--- src/rtl/timer_pkg.sv ---
// Shared encodings for the multi-channel timer: channel modes and FSM states.
package timer_pkg;

   typedef enum logic [1:0] {
      MODE_ONESHOT = 2'b00,
      MODE_RELOAD  = 2'b01,
      MODE_FREERUN = 2'b10,
      MODE_RSVD    = 2'b11
   } mode_e;

   typedef enum logic [1:0] {
      ST_IDLE    = 2'b00,
      ST_RUN     = 2'b01,
      ST_EXPIRED = 2'b10
   } state_e;

endpackage

--- src/rtl/timer_channel.sv ---
// One timer channel: IDLE/RUN/EXPIRED FSM with latched mode and terminal count.
module timer_channel
   import timer_pkg::*;
#(
   parameter int WIDTH = 12
) (
   input  logic             clk_2K,
   input  logic             i_Reset,
   input  logic             i_Enable,
   input  logic             i_Start,
   input  logic             i_Clear,
   input  logic [1:0]       i_Mode,
   input  logic [WIDTH-1:0] i_Terminal,
   output logic [WIDTH-1:0] o_Count,
   output logic             o_Busy,
   output logic             o_Done,
   output logic             o_Expired
);

   localparam logic [WIDTH-1:0] ONE = {{(WIDTH-1){1'b0}}, 1'b1};

   state_e           r_State;
   mode_e            r_Mode;
   logic [WIDTH-1:0] r_Term;
   logic [WIDTH-1:0] r_Count;
   logic             r_Done;
   logic             w_Hit;

   // Free-run ignores the latched terminal and wraps at all-ones.
   assign w_Hit = (r_Mode == MODE_FREERUN) ? (r_Count == {WIDTH{1'b1}})
                                           : (r_Count == r_Term);

   always_ff @(posedge clk_2K or negedge i_Reset) begin
      if (!i_Reset) begin
         r_State <= ST_IDLE;
         r_Mode  <= MODE_ONESHOT;
         r_Term  <= '0;
         r_Count <= '0;
         r_Done  <= 1'b0;
      end else begin
         r_Done <= 1'b0;
         if (i_Clear) begin
            r_State <= ST_IDLE;
            r_Count <= '0;
         end else if (i_Start) begin
            r_State <= ST_RUN;
            r_Count <= '0;
            r_Mode  <= mode_e'(i_Mode);
            r_Term  <= i_Terminal;
         end else if (r_State == ST_RUN && i_Enable) begin
            if (w_Hit) begin
               r_Done <= 1'b1;
               case (r_Mode)
                  MODE_RELOAD, MODE_FREERUN: r_Count <= '0;
                  default:                   r_State <= ST_EXPIRED;
               endcase
            end else begin
               r_Count <= r_Count + ONE;
            end
         end
      end
   end

   assign o_Count   = r_Count;
   assign o_Done    = r_Done;
   assign o_Busy    = (r_State == ST_RUN);
   assign o_Expired = (r_State == ST_EXPIRED);

endmodule

--- src/rtl/multi_timer.sv ---
// Bank of CHANNELS independent timers sharing one tick enable.
module multi_timer
   import timer_pkg::*;
#(
   parameter int WIDTH    = 12,
   parameter int CHANNELS = 4
) (
   input  logic                      clk_2K,
   input  logic                      i_Reset,
   input  logic                      i_Enable,
   input  logic [CHANNELS-1:0]       i_Start,
   input  logic [CHANNELS-1:0]       i_Clear,
   input  logic [2*CHANNELS-1:0]     i_Mode,
   input  logic [WIDTH*CHANNELS-1:0] i_Terminal,
   output logic [WIDTH*CHANNELS-1:0] o_Count,
   output logic [CHANNELS-1:0]       o_Busy,
   output logic [CHANNELS-1:0]       o_Done,
   output logic [CHANNELS-1:0]       o_Expired
);

   for (genvar k = 0; k < CHANNELS; k++) begin : g_ch
      timer_channel #(.WIDTH(WIDTH)) u_ch (
         .clk_2K     (clk_2K),
         .i_Reset    (i_Reset),
         .i_Enable   (i_Enable),
         .i_Start    (i_Start[k]),
         .i_Clear    (i_Clear[k]),
         .i_Mode     (i_Mode[2*k +: 2]),
         .i_Terminal (i_Terminal[WIDTH*k +: WIDTH]),
         .o_Count    (o_Count[WIDTH*k +: WIDTH]),
         .o_Busy     (o_Busy[k]),
         .o_Done     (o_Done[k]),
         .o_Expired  (o_Expired[k])
      );
   end

endmodule

--- config.mk ---
export PLATFORM = sky130hd
export DESIGN_NAME = multi_timer
export DESIGN_NICKNAME = d
export VERILOG_FILES = /design/src/rtl/timer_pkg.sv /design/src/rtl/timer_channel.sv /design/src/rtl/multi_timer.sv
export SDC_FILE = /design/constraint.sdc
export NUM_CORES = 1
export LEC_CHECK = 0
export CAP_MARGIN = 20
export CORE_ASPECT_RATIO = 0.8
export CORE_UTILIZATION = 50
export CTS_CLUSTER_DIAMETER = 50
export CTS_CLUSTER_SIZE = 8
export DETAILED_ROUTE_END_ITERATION = 10
export PLACE_DENSITY = 0.77
export SYNTH_ARGS = -nofsm -noshare
export SYNTH_HDL_FRONTEND = slang
export SYNTH_SLANG_ARGS = --single-unit
--- constraint.sdc ---
create_clock -name clk_2K -period 2.37 [get_ports clk_2K]
set_input_delay 0.474 -clock clk_2K [delete_from_list [all_inputs] [get_ports clk_2K]]
set_output_delay 0.474 -clock clk_2K [all_outputs]
set_load 0.02 [all_outputs]
-- Yosys cells after proc, flatten, opt, wreduce, memory -nomap -nowiden
Cells that the tools add are included.
- bits in registers: 116
- input bits: 67
- output and inout port bits: 60
- add/sub/neg operators: 4
- equality and inequality tests: 32
- multiplexer cells: 60
- bitwise gates (word level): 4
- reductions and logical operators: 28
- operators by type and width (kind ; count):
    $mux W12 ; 20
    $add A12 B1 Y12 const B ; 4
    $eq A12 B12 Y1 ; 4
    $eq A12 B12 Y1 const B ; 4
    $mux W2 ; 20
    $reduce_bool A3 Y1 ; 8
    $mux W1 ; 20
    $eq A2 B1 Y1 const B ; 8
    $eq A2 B2 Y1 const B ; 8
    $ne A4 B4 Y1 const B ; 4
    $reduce_and A2 Y1 ; 8
    $ne A3 B3 Y1 const B ; 4
    $reduce_and A3 Y1 ; 4
    $reduce_or A2 Y1 ; 4
    $logic_and A1 B1 Y1 ; 4
    $not A1 Y1 ; 4

-- Logic depth before layout (Yosys ltp)
Gate-level depths: netlist of the first run.
- depth after elaboration: 7
- gate-level depth with buffers: 12
- depth with buffers taken out: 9

-- By module
From an unflattened synthesis of the first run, not the netlist that was laid out.
- cells, all modules: 756
- area, all modules: 7512.2 um2
- by module, submodules not included (module ; times used ; cells each ; area an instance (um2) ; sequential area each (um2)):
    timer_channel ; 4 ; 189 ; 1878.1 ; 725.7

-- Least setup slack after synthesis of the first run
No wires, ideal clock.
- path kind: register to register
- from: reg g_ch[3].u_ch.r_Mode[1]
- to: reg g_ch[3].u_ch.r_Count[6]
- data arrival time: 2.024 ns
- path slack: 0.222 ns
- stages on the path, launching flop included: 9
- path through: dfrtp_1 -> ha_1 -> buf_6 -> o41ai_2 -> a31oi_1 -> nor3_2 -> nand3_2 -> o311a_1 -> mux2_2
- cells in the longest elaborated chain, start to end: 6
- elaborated cells between the ends (all ways): 10
- RTL lines (what ; RTL line ; source):
    start: declaration ; timer_channel.sv:23 ; mode_e r_Mode;
    start signal: assignment ; timer_channel.sv:48 ; r_Mode <= mode_e'(i_Mode);
    $eq A2 B2 Y1 ; timer_channel.sv:30, timer_channel.sv:53 ;
    $mux W1 ; timer_channel.sv:30 ; assign w_Hit = (r_Mode == MODE_FREERUN) ? (r_Count == {WIDTH{1'b1}})
    $mux W12 ; timer_channel.sv:51 ; if (w_Hit) begin
    $mux W12 ; timer_channel.sv:50 ; end else if (r_State == ST_RUN && i_Enable) begin
    $mux W12 ; timer_channel.sv:45 ; end else if (i_Start) begin
    $mux W12 ; timer_channel.sv:42 ; if (i_Clear) begin
    end signal: assignment ; timer_channel.sv:58 ; r_Count <= r_Count + ONE;
    end: declaration ; timer_channel.sv:25 ; logic [WIDTH-1:0] r_Count;
Several ways; a longest one is shown, not always the timed one. The select of a mux whose other input is x is not followed.
A chain may end at the register's enable or synchronous reset.

-- Worst setup path in the final report of the first run
Ends and elaborated chain as after synthesis.

==> PnR_summary.wiki, run 1 <==
{| class="wikitable"
! Metric !! Value
|-
| Maximum fanout count along the critical path || 10
|-
| Library cell with the largest summed area after synthesis || dfrtp_1
|-
| Global Route met1 Usage || 0.353
|-
| # port buffers || 126
|-
| Final core utilization || 0.688
|-
| Final weighted congestion in routability-driven placement || 0.946
|-
| Worst reg2reg path depth || 7
|-
| Total power after layout || 5840 µW
|-
| Share of power burned in the clock network || 0.454
|-
| Critical-path cell list || ha_4, o41ai_4, a31oi_1, nor3_2, nand3_2, o311a_1, mux2_2
|-
| Library cells used by synthesis || 64
|-
| Num Clock Sinks || 116
|-
| Core area || 0.0131 mm²
|-
| Number of flops mapped to enable cells by yosys || 0
|-
| DP Wirelength || 12.5 mm
|-
| Fmax achieved || 0.439 GHz
|-
| Total net switching power || 1530 µW
|-
| Data arrival, critical path || 2.58 ns
|-
| Detailed Route Iter0 Violations || 429
|-
| Status || complete, no violations
|-
| Die extent in y || 107 µm
|-
| Initial cell density of the core || 0.521
|-
| Synthesized flop and latch total || 116
|-
| Most common flop cell mapped by yosys || dfrtp_1
|-
| Post-placement cell area || 0.00828 mm²
|-
| Netlist Area Pre-Place || 0.00683 mm²
|-
| Internal power || 4310 µW
|-
| Fraction of the mapped netlist area in adder cells || 0.0147
|-
| Headroom to the max-slew limit || 0.654
|-
| Largest family of logic cells by synthesized area || simple AND/OR/NAND/NOR gates
|-
| Worst slack at placement || -0.0985 ns
|-
| Critical Path Source || g_ch[3].u_ch.r_Mode[1]$_DFFE_PN0P_
|-
| Antenna Nets Post-Route || 0
|-
| Slowest cell on the critical path || o41ai_4
|-
| Area grow syn2layout || 31.9%
|-
| Critical path start-end classification || flop to flop
|-
| Final count of hold timing violations || 0
|-
| Final critical-path required period || 2.28 ns
|-
| Max-Cap Viols || 0
|-
| DRC || 0
|-
| Complex-gate fraction of the synthesized area || 0.159
|-
| Standby leakage power || 0.00375 µW
|-
| Mean cell area of the mapped netlist || 9.68 µm²
|-
| Simple logic cell fraction of the synthesized area || 0.214
|-
| Delay-heaviest family, CP || compound AO/OA/AOI/OAI gates
|-
| Layout cell share with drive strength beyond 1 || 0.187
|-
| Net switching share of the total power || 0.262
|-
| Reg-to-reg endpoint || g_ch[3].u_ch.o_Count[6]$_DFFE_PN0P_
|-
| Portion of the clock cycle consumed by the worst path in the final layout || 0.962
|-
| Post-synthesis net count || 780
|-
| Total Nets Final || 907
|-
| Synth Area in XOR/XNOR || 0.0321
|-
| Wire length per cell || 17.8 µm
|-
| Top area cells in the synthesized netlist || dfrtp_1 (43%), mux2_2 (9.6%), a21oi_1 (3.5%), nor2_1 (3.3%), nand2_1 (3.2%)
|-
| Global-route wire length before repair || 29.1 mm
|-
| Vias per cell || 5.96
|-
| Total gr overflow || 0
|-
| Clock buffer count from CTS || 17
|-
| Final Skew || 0.0103 ns
|-
| Buffer levels on the longest clock path || 2
|-
| TritonCTS clock tree || done
|-
| Multiplexer share of the synthesized area || 0.102
|-
| Detailed-route via count || 6083
|-
| Number of buffers and inverters on the critical path || 0
|-
| Critical path's largest stage delay || 0.41 ns
|-
| Overall track demand over capacity in global routing || 0.262
|-
| Number of H-tree levels || 4
|-
| Number of warning messages in the yosys log || 0
|-
| Worst IR drop on VDD || 523 µV
|-
| Register-to-register setup slack || 0.09 ns
|-
| Row count || 37
|-
| Number of antenna violations at the first check in global routing || 0
|-
| Final Routed Wirelength || 18.2 mm
|-
| Clock slew at reported path FFs || 0.06 ns
|-
| Diode insertion count for antenna repair || 0
|-
| First-pass DRT Iterations || 7
|-
| Gate count after technology mapping || 705
|-
| Tightest Pin Transition || 0.519 ns
|-
| Met3 usage in global routing || 0.0534
|-
| Share of power burned in registers || 0.394
|-
| Critical Path Start Type || flop
|-
| Cell count after placement || 986
|-
| Endpoints failing setup || 0
|-
| Crit path capture type || flop
|-
| Cell area after layout || 0.00901 mm²
|-
| Max-slew violation count || 0
|-
| PD cells || 648 mW/mm²
|-
| Area of the die || 0.0141 mm²
|-
| Met2 capacity usage during global routing || 0.421
|-
| Hold_buf cts || 0
|-
| Top-level I/O count || 127
|-
| R2r startpoint || g_ch[3].u_ch.r_Mode[1]$_DFFE_PN0P_
|-
| Clock Latency Late Sink || 0.41 ns
|-
| Most congested layer reported by global routing || met2
|-
| Worst min-delay path category || primary input to asynchronous set/reset pin
|-
| Number of standard cells in the final layout excluding fillers || 1020
|-
| Fraction of synthesis flops using an asynchronous set or reset pin || 1.00
|-
| Largest net degree at the start of global routing || 53
|-
| Top cell type's share of synthesized area || 0.425
|-
| PnR worst setup slack || 0.0905 ns
|-
| Part of the total power dissipated in combinational logic || 0.152
|-
| Sequential-to-total area share from yosys stat || 0.425
|-
| Required time of the critical path || 2.67 ns
|-
| Via count of the first global-routing pass || 5824
|-
| Chip Width || 133 µm
|-
| CTS Root Cell || clkbuf_16
|}
area by class of cell:
class                           count  area [µm²]
Sequential cell                   116        2900
Multi-Input combinational cell    522        3660
Inverter                           13        48.8
Timing Repair Buffer              162        1570
Clock inverter                     12         155
Fill cell                         964        4090
Clock buffer                       20         457
Tap cell                          175         219
stage by stage:
stage | hold slack (ns) | TNS (ns)
after floorplan | 0.178 | 0
after global placement | 0.457 | 0
after detailed placement | 0.459 | -0.319
after CTS | 0.0193 | 0
after global routing | 0.0403 | -0.00328
final | 0.00947 | 0
sequential cells by signal (all words and copies together) (netlist names):
register / flops
g_ch.u_ch.r_Mode: 8
g_ch.u_ch.r_State: 8
g_ch.u_ch.o_Done: 4
g_ch.u_ch.r_Term: 48
g_ch.u_ch.o_Count: 48
worst register-to-register path: stages, from the launching register on:
cell     delay (ns)
dfrtp_1        0.40
ha_4           0.22
o41ai_4        0.42
a31oi_1        0.10
nor3_2         0.23
nand3_2        0.17
o311a_1        0.37
mux2_2         0.26
metal layers:
metal  routed length [µm]  share of wire
met4                  219          0.012
met1                 8030           0.44
met5                    0              0
met2                 8750           0.48
met3                 1210          0.066
cells in the mapped netlist, types with 4 or more instances:
cell type	count
o2bb2ai_1	6
a31oi_1	5
inv_1	13
or2_2	6
nor4_1	10
clkbuf_1	18
nand2b_1	4
buf_6	6
dfrtp_1	116
a22oi_1	17
xnor2_1	21
and3_1	11
buf_4	14
nor2b_1	12
mux2_2	58
xor2_1	4
mux2i_1	4
nor4bb_1	9
ha_1	8
nor4b_1	13
nor3_1	17
nand3_1	32
a211o_1	6
nand4_1	5
and2_1	6
o22ai_1	14
nor2_1	60
nand2_1	59
or3_1	11
o21ai_0	9
a21o_1	26
a21oi_1	48
buf_2	12
cell usage in the layout (no fill, tap or decap), types with 17 or more instances in the layout:
master           instances
clkdlybuf4s50_1        125
dfrtp_1                116
nor2_1                  60
nand2_1                 59
mux2_2                  58
a21oi_1                 48
buf_4                   34
nand3_1                 31
a21o_1                  26
xnor2_1                 21
clkbuf_16               17
cell families after synthesis:
group,Yosys count
AOI/OAI and AO/OA,157
xor gates and xnor gates,25
adders and majority gates,8
buffers and inverters,67
DFF,116
muxes,62
and+or+nand+nor,270
power groups by stage:
stage / sequential [µW] / clock, µW / combinational [µW]
after detailed placement: 2320 / 0 / 834
after floorplan: 2280 / 0 / 548
final: 2300 / 2650 / 890
after CTS: 2290 / 2670 / 850
after global placement: 2310 / 0 / 797
after global routing: 2320 / 2770 / 968
timing repair:
| action | 4_1_cts | 5_1_grt |
|---|---|---|
| buffers inserted | 0 | 2 |
| setup endpoints to repair | 12 | 31 |
| gates resized for setup | 3 | 15 |
| pin swaps | 0 | 1 |
| hold endpoints to repair | 0 | 0 |
worst max path at each step:
stage | endpoint | slack, ns | cells past startpoint
after global placement | g_ch[2].u_ch.o_Count[4]$_DFFE_PN0P_ | 0.11 | 8
after floorplan | g_ch[3].u_ch.o_Count[6]$_DFFE_PN0P_ | 0.22 | 8
after detailed placement | g_ch[1].u_ch.o_Count[6]$_DFFE_PN0P_ | -0.1 | 8
after CTS | g_ch[3].u_ch.o_Count[10]$_DFFE_PN0P_ | 0.009 | 8
final | g_ch[3].u_ch.o_Count[6]$_DFFE_PN0P_ | 0.09 | 7
after global routing | g_ch[1].u_ch.o_Count[5]$_DFFE_PN0P_ | -0.003 | 9
Note: power is estimated with default switching activity, not from simulation.
==> run 2, diff against run 1 <==
--- a/config.mk
+++ b/config.mk
@@ -5,13 +5,14 @@
 export SDC_FILE = /design/constraint.sdc
 export NUM_CORES = 1
 export LEC_CHECK = 0
+export ABC_AREA = 1
 export CAP_MARGIN = 20
 export CORE_ASPECT_RATIO = 0.8
-export CORE_UTILIZATION = 50
+export CORE_UTILIZATION = 53
 export CTS_CLUSTER_DIAMETER = 50
 export CTS_CLUSTER_SIZE = 8
 export DETAILED_ROUTE_END_ITERATION = 10
-export PLACE_DENSITY = 0.77
+export PLACE_DENSITY = 0.81
 export SYNTH_ARGS = -nofsm -noshare
 export SYNTH_HDL_FRONTEND = slang
 export SYNTH_SLANG_ARGS = --single-unit
==> run 2 against run 1 <==
Net effect:
- non-clock buffer count decreased by 19
- clock skew down 0.0019 ns
- critical endpoint is now g_ch[3].u_ch.o_Count[10]$_DFFE_PN0P_
- first-iteration DRC count increased by 0.23%
- cell count rose by 20%
- final area shrank 1.5%
- core utilization up 0.22 points
- worst setup slack improved by 0.13 ns
- global-route usage grew 0.95 points
- via count up 5.9%
- combinational power fell by 2%
- worst hold slack gained 0.12 ns
==> PnR_summary.wiki, run 2 <==
{| class="wikitable"
! Metric !! Value
|-
| Via count of the first global-routing pass || 6007
|-
| Critical path start-end classification || flop to flop
|-
| Setup tns final || 0 ns
|-
| Mean cell area of the mapped netlist || 7.59 µm²
|-
| Total Nets Final || 1115
|-
| Chip Width || 130 µm
|-
| Clock slew at reported path FFs || 0.05 ns
|-
| Total net switching power || 1440 µW
|-
| Endpoints failing setup || 0
|-
| Most common flop cell mapped by yosys || dfrtp_1
|-
| TritonCTS clock tree || done
|-
| Buffer levels on the longest clock path || 2
|-
| Clock Latency Late Sink || 0.41 ns
|-
| Internal power || 4030 µW
|-
| Synthesized flop and latch total || 116
|-
| Final weighted congestion in routability-driven placement || 0.900
|-
| Number of antenna violations at the first check in global routing || 0
|-
| Most frequent standard cell in the layout excluding fill and tap cells || nand2_1
|-
| Largest net degree at the start of global routing || 117
|-
| Wire length per cell || 14.1 µm
|-
| DP Wirelength || 12.1 mm
|-
| Detailed Route Iter0 Violations || 430
|-
| Number of flops mapped to enable cells by yosys || 0
|-
| Critical Path Start Type || flop
|-
| First-pass DRT Iterations || 7
|-
| Fraction of synthesis flops using an asynchronous set or reset pin || 1.00
|-
| Diode insertion count for antenna repair || 0
|-
| # port buffers || 126
|-
| Crit path capture type || flop
|-
| Number of warning messages in the yosys log || 0
|-
| Headroom to the max-slew limit || 0.569
|-
| Worst IR drop on VDD || 544 µV
|-
| Core area || 0.0129 mm²
|-
| Part of the total power dissipated in combinational logic || 0.160
|-
| Area grow syn2layout || 26.9%
|-
| PD cells || 615 mW/mm²
|-
| Net switching share of the total power || 0.263
|-
| Detailed-route via count || 6441
|-
| Area of the die || 0.0137 mm²
|-
| Clock buffer count from CTS || 17
|-
| Max-slew violation count || 0
|-
| Final Skew || 0.00846 ns
|-
| Antenna Nets Post-Route || 0
|-
| Num Clock Sinks || 116
|-
| Sequential-to-total area share from yosys stat || 0.415
|-
| Share of power burned in registers || 0.415
|-
| Total gr overflow || 0
|-
| Standby leakage power || 0.00416 µW
|-
| Number of standard cells in the final layout excluding fillers || 1225
|-
| Library cell with the largest summed area after synthesis || dfrtp_1
|-
| Vias per cell || 5.26
|-
| Leading post-synthesis cells by instance count || nand2_1 (253), nor2_1 (146), dfrtp_1 (116)
|-
| Library cells used by synthesis || 31
|-
| Cell count after placement || 1196
|-
| Fmax achieved || 0.466 GHz
|-
| Global-route wire length before repair || 29.0 mm
|-
| Required time of the critical path || 2.65 ns
|-
| Top-level I/O count || 127
|-
| Top cell type's share of synthesized area || 0.415
|-
| Final Routed Wirelength || 17.2 mm
|-
| DRC || 0
|-
| Number of H-tree levels || 4
|-
| Row count || 37
|-
| Final critical-path required period || 2.15 ns
|-
| Share of power burned in the clock network || 0.425
|-
| Fillers || 1050
|-
| Overall track demand over capacity in global routing || 0.271
|-
| Portion of the clock cycle consumed by the worst path in the final layout || 0.906
|-
| Worst min-delay path category || primary input to asynchronous set/reset pin
|-
| Tightest Pin Transition || 0.646 ns
|-
| Gate count after technology mapping || 922
|-
| Die extent in y || 105 µm
|-
| Status || complete, no violations
|-
| PnR worst setup slack || 0.223 ns
|-
| Maximum fanout count along the critical path || 25
|-
| Data arrival, critical path || 2.43 ns
|-
| Netlist Area Pre-Place || 0.00699 mm²
|-
| RSZ-0062 raised after global routing || no
|-
| Most common cell in the netlist || nand2_1
|-
| Top area cells in the synthesized netlist || dfrtp_1 (42%), nand2_1 (14%), mux2_2 (8.2%), nor2_1 (7.8%), nand3_1 (6.2%)
|-
| Max-Cap Viols || 0
|-
| Worst slack at placement || 0.198 ns
|-
| Most frequent cells in the layout || nand2_1 (252), nor2_1 (146), clkdlybuf4s50_1 (125)
|-
| Post-synthesis net count || 997
|-
| Layout cell share with drive strength beyond 1 || 0.113
|-
| Worst hold slack || 0.132 ns
|-
| Number of buffers inserted to repair setup after CTS || 0
|-
| Final count of hold timing violations || 0
|-
| Initial cell density of the core || 0.543
|-
| CTS Root Cell || clkbuf_16
|}
## run 2: changes by cell type after synthesis, moves of 20 or more
cell / change
xor2_1: +20
o21ai_0: +33
a21o_1: -26
nor2_1: +86
inv_1: +71
nand3_1: +54
nand2_1: +194
a21oi_1: -40
## run 2: final cells by class
| class | count | area (µm²) | area share |
|---|---|---|---|
| multi-input cells | 678 | 3490 | 0.393 |
| flip-flops and latches | 116 | 2900 | 0.327 |
| repair buffers | 143 | 1410 | 0.159 |
| clock buffers | 24 | 512 | 0.0577 |
| inverters | 84 | 315 | 0.0355 |
| well taps | 175 | 219 | 0.0247 |
| clock inverters | 5 | 25.0 | 0.00282 |
## run 2: cells by family after synthesis
logic type	count (synthesis)	share of synthesized area
compound gates	60	0.0471
buf+inv	128	0.0866
flops	116	0.415
mux	51	0.0821
xor+xnor	27	0.0338
simple gates	532	0.321
fa+ha+maj	8	0.0143
## run 2: final timing paths
path	from	to	slack [ns]	depth (start not counted)
worst max-delay path	g_ch[3].u_ch.r_Mode[0]$_DFFE_PN0P_	g_ch[3].u_ch.o_Count[10]$_DFFE_PN0P_	0.22	11
worst min-delay path	i_Reset	g_ch[3].u_ch.o_Count[6]$_DFFE_PN0P_	0.13	2
worst max register to register	g_ch[3].u_ch.r_Mode[0]$_DFFE_PN0P_	g_ch[3].u_ch.o_Count[10]$_DFFE_PN0P_	0.22	11
worst min register to register	g_ch[3].u_ch.r_Mode[1]$_DFFE_PN0P_	g_ch[3].u_ch.r_Mode[1]$_DFFE_PN0P_	0.51	1
max in group asynchronous	i_Reset	g_ch[0].u_ch.r_Mode[1]$_DFFE_PN0P_	1.74	2
min in group clk_2K	g_ch[3].u_ch.r_Mode[1]$_DFFE_PN0P_	g_ch[3].u_ch.r_Mode[1]$_DFFE_PN0P_	0.51	1
## run 2: metrics by stage
stage          power [µW]   util  cell area (µm²)
6_report             5460  0.690             8880
5_1_grt              5730  0.690             8880
3_5_place_dp         3160  0.648             8330
4_1_cts              5490  0.689             8870
2_1_floorplan        2840      -             6990
3_3_place_gp         3130  0.648             8330
## run 2: timing repair
action / CTS / global route
hold buffers: 0 / 0
resized for setup: 0 / 2
endpoints found under the setup margin: 0 / 18
## run 2: per-layer routing
metal | up-vias | GRT usage | wire (µm)
met5 | - | 0 | 0
met4 | 0 | 0.0928 | 250
met3 | 19 | 0.0589 | 1100
met2 | 229 | 0.430 | 8120
met1 | 3023 | 0.365 | 7750
li1 | 3170 | - | -
## run 2: worst max-delay path, cell delays in order (launching register included)
cell and delay, ns:
dfrtp_1 0.34, inv_1 0.06, ha_1 0.22, buf_12 0.16, o21ai_0 0.21, nand4_1 0.11, nor2_1 0.16, nand3_2 0.12
nand2_1 0.34, nor2_1 0.09, nand3_1 0.09, nand2_1 0.10
## run 2: power by group through the flow
stage	sequential (µW)	combinational (µW)	clock, µW
after floorplan	2260	582	0
after global placement	2290	843	0
after detailed placement	2290	865	0
after CTS	2260	876	2360
after global routing	2290	985	2460
final	2260	874	2320
